## config.mk

```make
export PLATFORM = sky130hd
export DESIGN_NAME = player_state_engine
export DESIGN_NICKNAME = d
export VERILOG_FILES = /design/src/rtl/player_state_engine_pkg.sv /design/src/rtl/player_state_engine_tick_edge.sv /design/src/rtl/player_state_engine.sv
export SDC_FILE = /design/constraint.sdc
export NUM_CORES = 1
export LEC_CHECK = 0
export CORE_MARGIN = 10
export CORE_UTILIZATION = 35
export CTS_CLUSTER_DIAMETER = 40
export DETAILED_ROUTE_END_ITERATION = 8
export GPL_TIMING_DRIVEN = 1
export PLACE_DENSITY = 0.65
export SLEW_MARGIN = 0
export SYNTH_ARGS = -nofsm -noshare
export SYNTH_HDL_FRONTEND = slang
export SYNTH_HIERARCHICAL = 1
export SYNTH_SLANG_ARGS = --single-unit
```

## constraint.sdc

```tcl
create_clock -name clk -period 6.8 [get_ports clk]
set_clock_uncertainty 0.05 [all_clocks]
set_input_delay 1.36 -clock clk [delete_from_list [all_inputs] [get_ports clk]]
set_output_delay 1.36 -clock clk [all_outputs]
set_load 0.05 [all_outputs]
```

## src/rtl/player_state_engine_pkg.sv

```systemverilog
// Shared definitions for the player state engine: state encoding, combo levels,
// durations and position bounds.
package player_state_pkg;

  typedef enum logic [2:0] {
    ST_IDLE,
    ST_CROUCH,
    ST_JUMP_UP,
    ST_JUMP_DOWN,
    ST_ATTACK,
    ST_STUN
  } state_t;

  localparam logic [1:0] COMBO_NONE    = 2'd0;
  localparam logic [1:0] COMBO_NORMAL  = 2'd1;
  localparam logic [1:0] COMBO_SPECIAL = 2'd2;
  localparam logic [1:0] COMBO_SUPER   = 2'd3;

  localparam int X_INIT       = 40;
  localparam int X_MIN        = 0;
  localparam int X_MAX        = 200;
  localparam int WALK_STEP    = 2;
  localparam int JUMP_HEIGHT  = 16;
  localparam int CROUCH_TICKS = 6;
  localparam int STUN_TICKS   = 10;
  localparam int ATK1_TICKS   = 3;
  localparam int ATK2_TICKS   = 6;
  localparam int ATK3_TICKS   = 10;

  localparam int CNT_W = 8;
  typedef logic [CNT_W-1:0] cnt_t;

  function automatic cnt_t atk_ticks(input logic [1:0] level);
    case (level)
      COMBO_NORMAL:  atk_ticks = cnt_t'(ATK1_TICKS);
      COMBO_SPECIAL: atk_ticks = cnt_t'(ATK2_TICKS);
      COMBO_SUPER:   atk_ticks = cnt_t'(ATK3_TICKS);
      default:       atk_ticks = '0;
    endcase
  endfunction

endpackage

```

## src/rtl/player_state_engine_tick_edge.sv

```systemverilog
// Rising-edge detector for the game tick level; shared by tick-driven blocks.
module tick_edge (
  input  logic clk,
  input  logic reset,
  input  logic level,
  output logic tick
);

  logic level_q;

  always_ff @(posedge clk) begin
    if (reset) level_q <= 1'b0;
    else       level_q <= level;
  end

  assign tick = level & ~level_q;

endmodule

```

## src/rtl/player_state_engine.sv

```systemverilog
// Authoritative per-player game state, advanced once per game tick.
// Optional HIT_BLOCK_EN: hits taken while blocking on the ground are absorbed.
module player_state_engine
  import player_state_pkg::*;
(
  input  logic       clk,
  input  logic       reset,
  input  logic       gameTicks,
  input  logic       isCrouching,
  input  logic       movingLeft,
  input  logic       movingRight,
  input  logic       isJumping,
  input  logic       isBlocking,
  input  logic [1:0] comboMove,
  input  logic       hitReceived,
  output logic       isCrouched,
  output logic       isInAir,
  output logic       isStunned,
  output logic       isPerformingAttackAnimation,
  output logic [7:0] xPos,
  output logic [5:0] yPos,
  output logic [1:0] activeAttack,
  output logic       attackStart,
  output logic       blockedHit
);

  logic       tick;
  state_t     state, state_nx;
  cnt_t       cnt, cnt_nx;
  logic [7:0] x_q, x_nx, x_walk;
  logic [5:0] y_q, y_nx;
  logic [1:0] atk_q, atk_nx;
  logic       start_q, start_nx;
  logic       blocked_q, blocked_nx;
  logic       pending_hit, pending_nx;
  logic       hit_now;
  logic       absorb;
  logic [8:0] sum9;

  tick_edge u_tick_edge (
    .clk   (clk),
    .reset (reset),
    .level (gameTicks),
    .tick  (tick)
  );

  // A hit arriving in the tick cycle itself counts for that tick.
  assign hit_now = pending_hit | hitReceived;

`ifdef HIT_BLOCK_EN
  assign absorb = isBlocking && (state == ST_IDLE || state == ST_CROUCH);
`else
  logic unused_blocking;
  assign unused_blocking = isBlocking;
  assign absorb          = 1'b0;
`endif

  // Horizontal step with saturation; opposing or absent inputs hold position.
  assign sum9 = {1'b0, x_q} + 9'(WALK_STEP);

  always_comb begin
    x_walk = x_q;
    if (movingRight && !movingLeft) begin
      x_walk = (sum9 > 9'(X_MAX)) ? 8'(X_MAX) : sum9[7:0];
    end else if (movingLeft && !movingRight) begin
      x_walk = (x_q < 8'(X_MIN + WALK_STEP)) ? 8'(X_MIN) : x_q - 8'(WALK_STEP);
    end
  end

  always_ff @(posedge clk) begin
    // NOTE: non-blocking assignments keep every register updating from the
    // same pre-edge values, independent of statement order.
    if (reset) begin
      state       <= ST_IDLE;
      cnt         <= '0;
      x_q         <= 8'(X_INIT);
      y_q         <= '0;
      atk_q       <= COMBO_NONE;
      start_q     <= 1'b0;
      blocked_q   <= 1'b0;
      pending_hit <= 1'b0;
    end else begin
      state       <= state_nx;
      cnt         <= cnt_nx;
      x_q         <= x_nx;
      y_q         <= y_nx;
      atk_q       <= atk_nx;
      start_q     <= start_nx;
      blocked_q   <= blocked_nx;
      pending_hit <= pending_nx;
    end
  end

  always_comb begin
    // NOTE: every target gets a default first so no path leaves one unassigned,
    // which would otherwise infer a latch.
    state_nx   = state;
    cnt_nx     = cnt;
    x_nx       = x_q;
    y_nx       = y_q;
    atk_nx     = atk_q;
    start_nx   = 1'b0;
    blocked_nx = 1'b0;
    pending_nx = pending_hit | hitReceived;

    if (tick) begin
      pending_nx = 1'b0;
      if (hit_now && absorb) begin
        blocked_nx = 1'b1;
      end else if (hit_now) begin
        state_nx = ST_STUN;
        cnt_nx   = cnt_t'(STUN_TICKS);
        y_nx     = '0;
        atk_nx   = COMBO_NONE;
      end else begin
        case (state)
          ST_STUN, ST_ATTACK, ST_CROUCH: begin
            if (cnt <= cnt_t'(1)) begin
              state_nx = ST_IDLE;
              cnt_nx   = '0;
              atk_nx   = COMBO_NONE;
            end else begin
              cnt_nx = cnt - cnt_t'(1);
            end
          end
          ST_JUMP_UP: begin
            x_nx = x_walk;
            y_nx = y_q + 6'd1;
            if (y_q + 6'd1 == 6'(JUMP_HEIGHT)) state_nx = ST_JUMP_DOWN;
          end
          ST_JUMP_DOWN: begin
            x_nx = x_walk;
            y_nx = y_q - 6'd1;
            if (y_q == 6'd1) state_nx = ST_IDLE;
          end
          default: begin
            if (comboMove != COMBO_NONE) begin
              state_nx = ST_ATTACK;
              cnt_nx   = atk_ticks(comboMove);
              atk_nx   = comboMove;
              start_nx = 1'b1;
            end else if (isJumping) begin
              state_nx = ST_JUMP_UP;
              x_nx     = x_walk;
            end else if (isCrouching) begin
              state_nx = ST_CROUCH;
              cnt_nx   = cnt_t'(CROUCH_TICKS);
            end else begin
              x_nx = x_walk;
            end
          end
        endcase
      end
    end
  end

  always_comb begin
    isCrouched                  = (state == ST_CROUCH);
    isInAir                     = (state == ST_JUMP_UP) || (state == ST_JUMP_DOWN);
    isStunned                   = (state == ST_STUN);
    isPerformingAttackAnimation = (state == ST_ATTACK);
  end

  assign xPos         = x_q;
  assign yPos         = y_q;
  assign activeAttack = atk_q;
  assign attackStart  = start_q;
  assign blockedHit   = blocked_q;

endmodule

```

======== Word-level counts from Yosys, hierarchy flattened ========
Index checks and enable logic that the tools add are counted.
cells by class
  $lt $le $gt $ge ......................... 3
  muxes and demuxes ....................... 30
  add/subtract/negate cells ............... 5
  divide/modulo/power cells ............... 0
  equal/unequal tests ..................... 17
  multipliers ............................. 0
  reductions and logical operators ........ 19
  shifts and indexed selects .............. 0
  bitwise operators ....................... 6
operators with widths
  operator                                                         number
  2-to-1 mux 8 bit                                                 12
  case mux 8 bit (2 select lines)                                  2
  2-to-1 mux 3 bit                                                 7
  case mux 4 bit (3 select lines)                                  1
  case mux 6 bit (2 select lines)                                  1
  AND reduction 5 bit                                              2
  adder 8 x 2 -> 9 bit (second input constant)                     1
  > comparator 9 x 8 -> 1 bit (second input constant)              1
  inequality test 3 bit (second input constant)                    3
  case mux 3 bit (3 select lines)                                  1
  less-or-equal comparator 8 x 1 -> 1 bit (second input constant)  1
  less-than comparator 8 x 2 -> 1 bit (second input constant)      1
  AND reduction 4 bit                                              2
  OR reduction 8 bit                                               1
  subtractor 8 x 1 -> 8 bit (second input constant)                1
  subtractor 8 x 2 -> 8 bit (second input constant)                1
  nonzero test 7 bit                                               1
  adder 6 x 1 -> 6 bit (second input constant)                     1
  == test 3 x 2 -> 1 bit (second input constant)                   2
  == test 3 bit (second input constant)                            2
  == test 6 x 1 -> 1 bit (second input constant)                   1
  == test 6 x 5 -> 1 bit (second input constant)                   1
  2-to-1 mux 2 bit                                                 3
  2-to-1 mux 6 bit                                                 1
  22 further kinds                                                 30
word-level totals
  register bits ........................... 30
  memories ................................ 0
  input bits .............................. 11
  memory bits (writable) .................. 0
  memory bits (read-only) ................. 0
  logic and storage cells ................. 88
  latch bits .............................. 0
  output and inout bits ................... 22

======== Longest topological paths before layout ========
  word-level depth ........................ 8
  depth in mapped cells ................... 9
  mapped depth without buffers ............ 7

======== Hierarchy ========
The synthesis kept the hierarchy.
modules (own cells, without submodules)
  module               cells an instance  times used  area an instance (µm²)  seq. area each (µm²)
  player_state_engine  295                1           2193.4                  560.5
  tick_edge            3                  1           47.5                    20.0

======== Worst setup path after synthesis ========
OpenSTA, ideal clock, no wires.
  path kind ............................... input port to flip-flop
  start point ............................. in gameTicks
  end point ............................... reg x_q[2], in the netlist xPos[2]
  cell stages on the path ................. 8
  path buffers ............................ 2
  data required time ...................... 6.691 ns
  setup time .............................. 0.059 ns
  slack ................................... 3.638 ns
  arrival ................................. 3.053 ns
  path through ............................ nor2b_4 > buf_2 > or3b_2 > clkbuf_1 > nor2_1 > nand4_1 > a2111oi_2 > a22o_1
on the way
  word-level cells in the longest chain between the ends .. 2
ends and longest elaborated chain
  element                               line                                 source
  start: declaration                    player_state_engine.sv:8             input logic gameTicks,
  AND 1 bit                             player_state_engine_tick_edge.sv:16  assign tick = level & ~level_q;
  AND reduction 5 bit (no source line)  n/a
  end signal: assignment                player_state_engine.sv:76            x_q <= 8'(X_INIT);
  end signal: assignment                player_state_engine.sv:85            x_q <= x_nx;
  end: declaration                      player_state_engine.sv:30            logic [7:0] x_q, x_nx, x_walk;
No other way between the ends.
A chain may end at the register's enable or synchronous reset.

======== Worst setup path in the final report ========
  start point ............................. in gameTicks
  end point ............................... reg x_q[2], in the netlist xPos[2]
on the way
  word-level cells in the longest chain between the ends .. 2
ends and longest elaborated chain
  element                               line                                 source
  AND 1 bit                             player_state_engine_tick_edge.sv:16
  net tick                              player_state_engine.sv:27            logic tick;
  AND reduction 5 bit (no source line)  n/a
The timed path passes the listed nets, and every way through them passes these cells.

==> out/results.tsv <==
metric	value	unit
cts repair resizes	0	
maxcap violations	0	
Vias	2279	
kind of end point of the critical path	flop	
drt drc	0	
largest net degree at the start of global routing	25	
WP data arrival	3.93	ns
Hold Slack	0.4322	ns
CP cell instances	clkdlybuf4s50_1, nor2b_4, or3b_2, nor2_1, nand4_1, a2111oi_2, a22o_1	
Die Width	100.0	um
ys async rst share	0	%
drt pass-1 iters	4	
Iteration-0 DRC Markers	140	
Placed Cells	383	
CP top delay family	simple AND/OR/NAND/NOR gates	
Sink Count	29	
Nets	332	
Worst-Margin Slew	1.061	ns
Max Clk Rate	266.6	MHz
dpl cell area	2539	um^2
GRT Residual Overflow	0	
Worst VDD drop	0.07764	mV
WL final	6071	um
count of final hold-check violations	0	
fin area	2625	um^2
Crit path largest cell delay	0.58	ns
setup TNS	0	ns
full die area	10000	um^2
post-DP HPWL	4406	um
crit path buf inv count	1	
Final period util	55.16	%
Crit path depth	7	
share of layout cells above drive strength 1	7.643	%
Seq/Total Area, Yosys	25.91	%
min-delay worst type	reg -> reg	
clock-pin slew on the worst setup and hold paths	0.07	ns
Main synth FF type	dfxtp_1	
Synth-to-Final Area Change	17.14	%
syn_area_per_cell	7.520	um^2
crit path time final	3.751	ns
Die H	100.0	um
P_leak	0.0009412	uW
Initial Utilization	35.70	%
Slew headroom	29.04	%
kind of critical path	in -> reg	
Post-Syn Area	2241	um^2
Worst Hold Depth	1	
Clock Tree Root	clkbuf_8	
EDFF count, synth	0	
startpoint types	primary input	
vias per cell	5.829	
Ys Warns	6	
Post-CTS Repair Setup Buffers	0	
IO buf count	29	
CTS Hold Bufs	0	
post-synthesis cell type count	63	
clk buf depth	2	
max-slew violation count	0	
number of setup violations in the final report	0	
post-layout util	41.82	%
Pwr Density	172.7	nW/um^2
status	finished, final reports clean	
Antenna diodes	0	
TritonCTS clock tree	done	
Synth Register Bits	29	
Max H-tree Level	2	
row cnt	29	
initial antenna violation count	0	
WL/cell	15.53	um
vias in the first global route	2200	
Post-Synthesis Cells	298	
I/O Pins	33	
Max Fanout on Critical Path	17	
Tot GR Track Use	12.15	%
RSZ-0062 raised after global routing	false	
CP required	6.98	ns
first-pass GRT wire length	10410	um
TritonCTS Buffers	5	
critical path's slowest cell	or3b_2	
Worst-Skew Late Latency	0.28	ns
RePlAce Congestion	0.8672	
core area	6277	um^2
FF-to-FF path depth	6	
Non-Filler Instances	391	
Routed Antenna Nets	0	
report_power, final:
group / internal [uW] / switching [uW]
clock network: 70.5 / 71.3
registers: 178 / 12.8
logic: 45.9 / 75.1
total: 294 / 159
routing by layer:
layer / up-vias / track usage (%) / wire [um]
li1: 1130 / - / -
met1: 1075 / 14.81 / 2757
met2: 64 / 19.66 / 2802
met3: 10 / 3.709 / 407
met4: 0 / 4.457 / 104
met5: - / 0 / 0
area by class of cell:
cell class	count	area [um^2]
fill	661	3652
multi-input combinational	231	1508
sequential	29	580.6
timing repair buffer	29	290.3
tap	77	96.34
clock buffer	5	68.82
inverter	17	63.81
clock inverter	3	17.52
cell usage after synthesis, drive strengths merged, types with 5 or more instances:
cell	instances	area, um^2
o21ai	16	80.08
nand2	20	75.07
nand2b	6	37.54
nor3	16	91.34
a21oi	24	120.1
ha	8	100.1
nor4	6	37.54
clkbuf	17	63.81
a31oi	5	31.28
buf	5	28.77
a22o	5	43.79
nor2	27	103.9
dfxtp	29	580.6
nand3	11	55.05
inv	17	63.81
sequential cells by signal, indices dropped and copies added, names as in the netlist:
| name | count |
|---|---|
| activeAttack | 2 |
| attackStart | 1 |
| cnt | 8 |
| pending_hit | 1 |
| state | 3 |
| u_tick_edge/level_q | 1 |
| xPos | 7 |
| yPos | 6 |
path summary, 6_finish.rpt:
path	endpoint	slack, ns	start
worst max-delay path	xPos[2]	3.05	gameTicks
worst min register to register	activeAttack[0]	0.43	activeAttack[0]
worst max register to register	xPos[2]	4.32	u_tick_edge/level_q
worst min-delay path	activeAttack[0]	0.43	activeAttack[0]
placed cells by master, fill, tap and decap left out, types with 3 or more instances in the layout:
cell type / n
ha_1: 8
nand2_1: 20
o21ai_0: 16
o31ai_1: 3
o21a_1: 4
o2111ai_1: 4
o22ai_1: 3
xor2_1: 4
xnor2_1: 4
o41ai_1: 4
nand2b_1: 6
a31oi_1: 5
or3b_2: 3
clkdlybuf4s50_1: 29
mux2i_1: 3
dfxtp_1: 29
nand3_1: 11
nor3_1: 15
a21oi_1: 24
o211ai_1: 4
nand4_1: 4
clkbuf_8: 5
nor4_1: 6
a22o_1: 5
nor2_1: 26
inv_1: 17
through the flow:
step,setup WS (ns),total power [uW]
after detailed placement,2.768,314.2
after global routing,2.837,479.9
after floorplan,3.638,282.9
after global placement,2.764,312.7
after CTS,3.064,456.1
final,3.049,453.4
cell families after synthesis:
group                      synth area share [%]
AOI/OAI and AO/OA                         29.70
xor gates and xnor gates                  3.126
adders and majority gates                 4.467
buffers and inverters                     6.979
DFF                                       25.91
muxes                                     1.340
other                                    0.1673
and+or+nand+nor                           28.31
No activity file was read; power rests on OpenSTA's default activity.
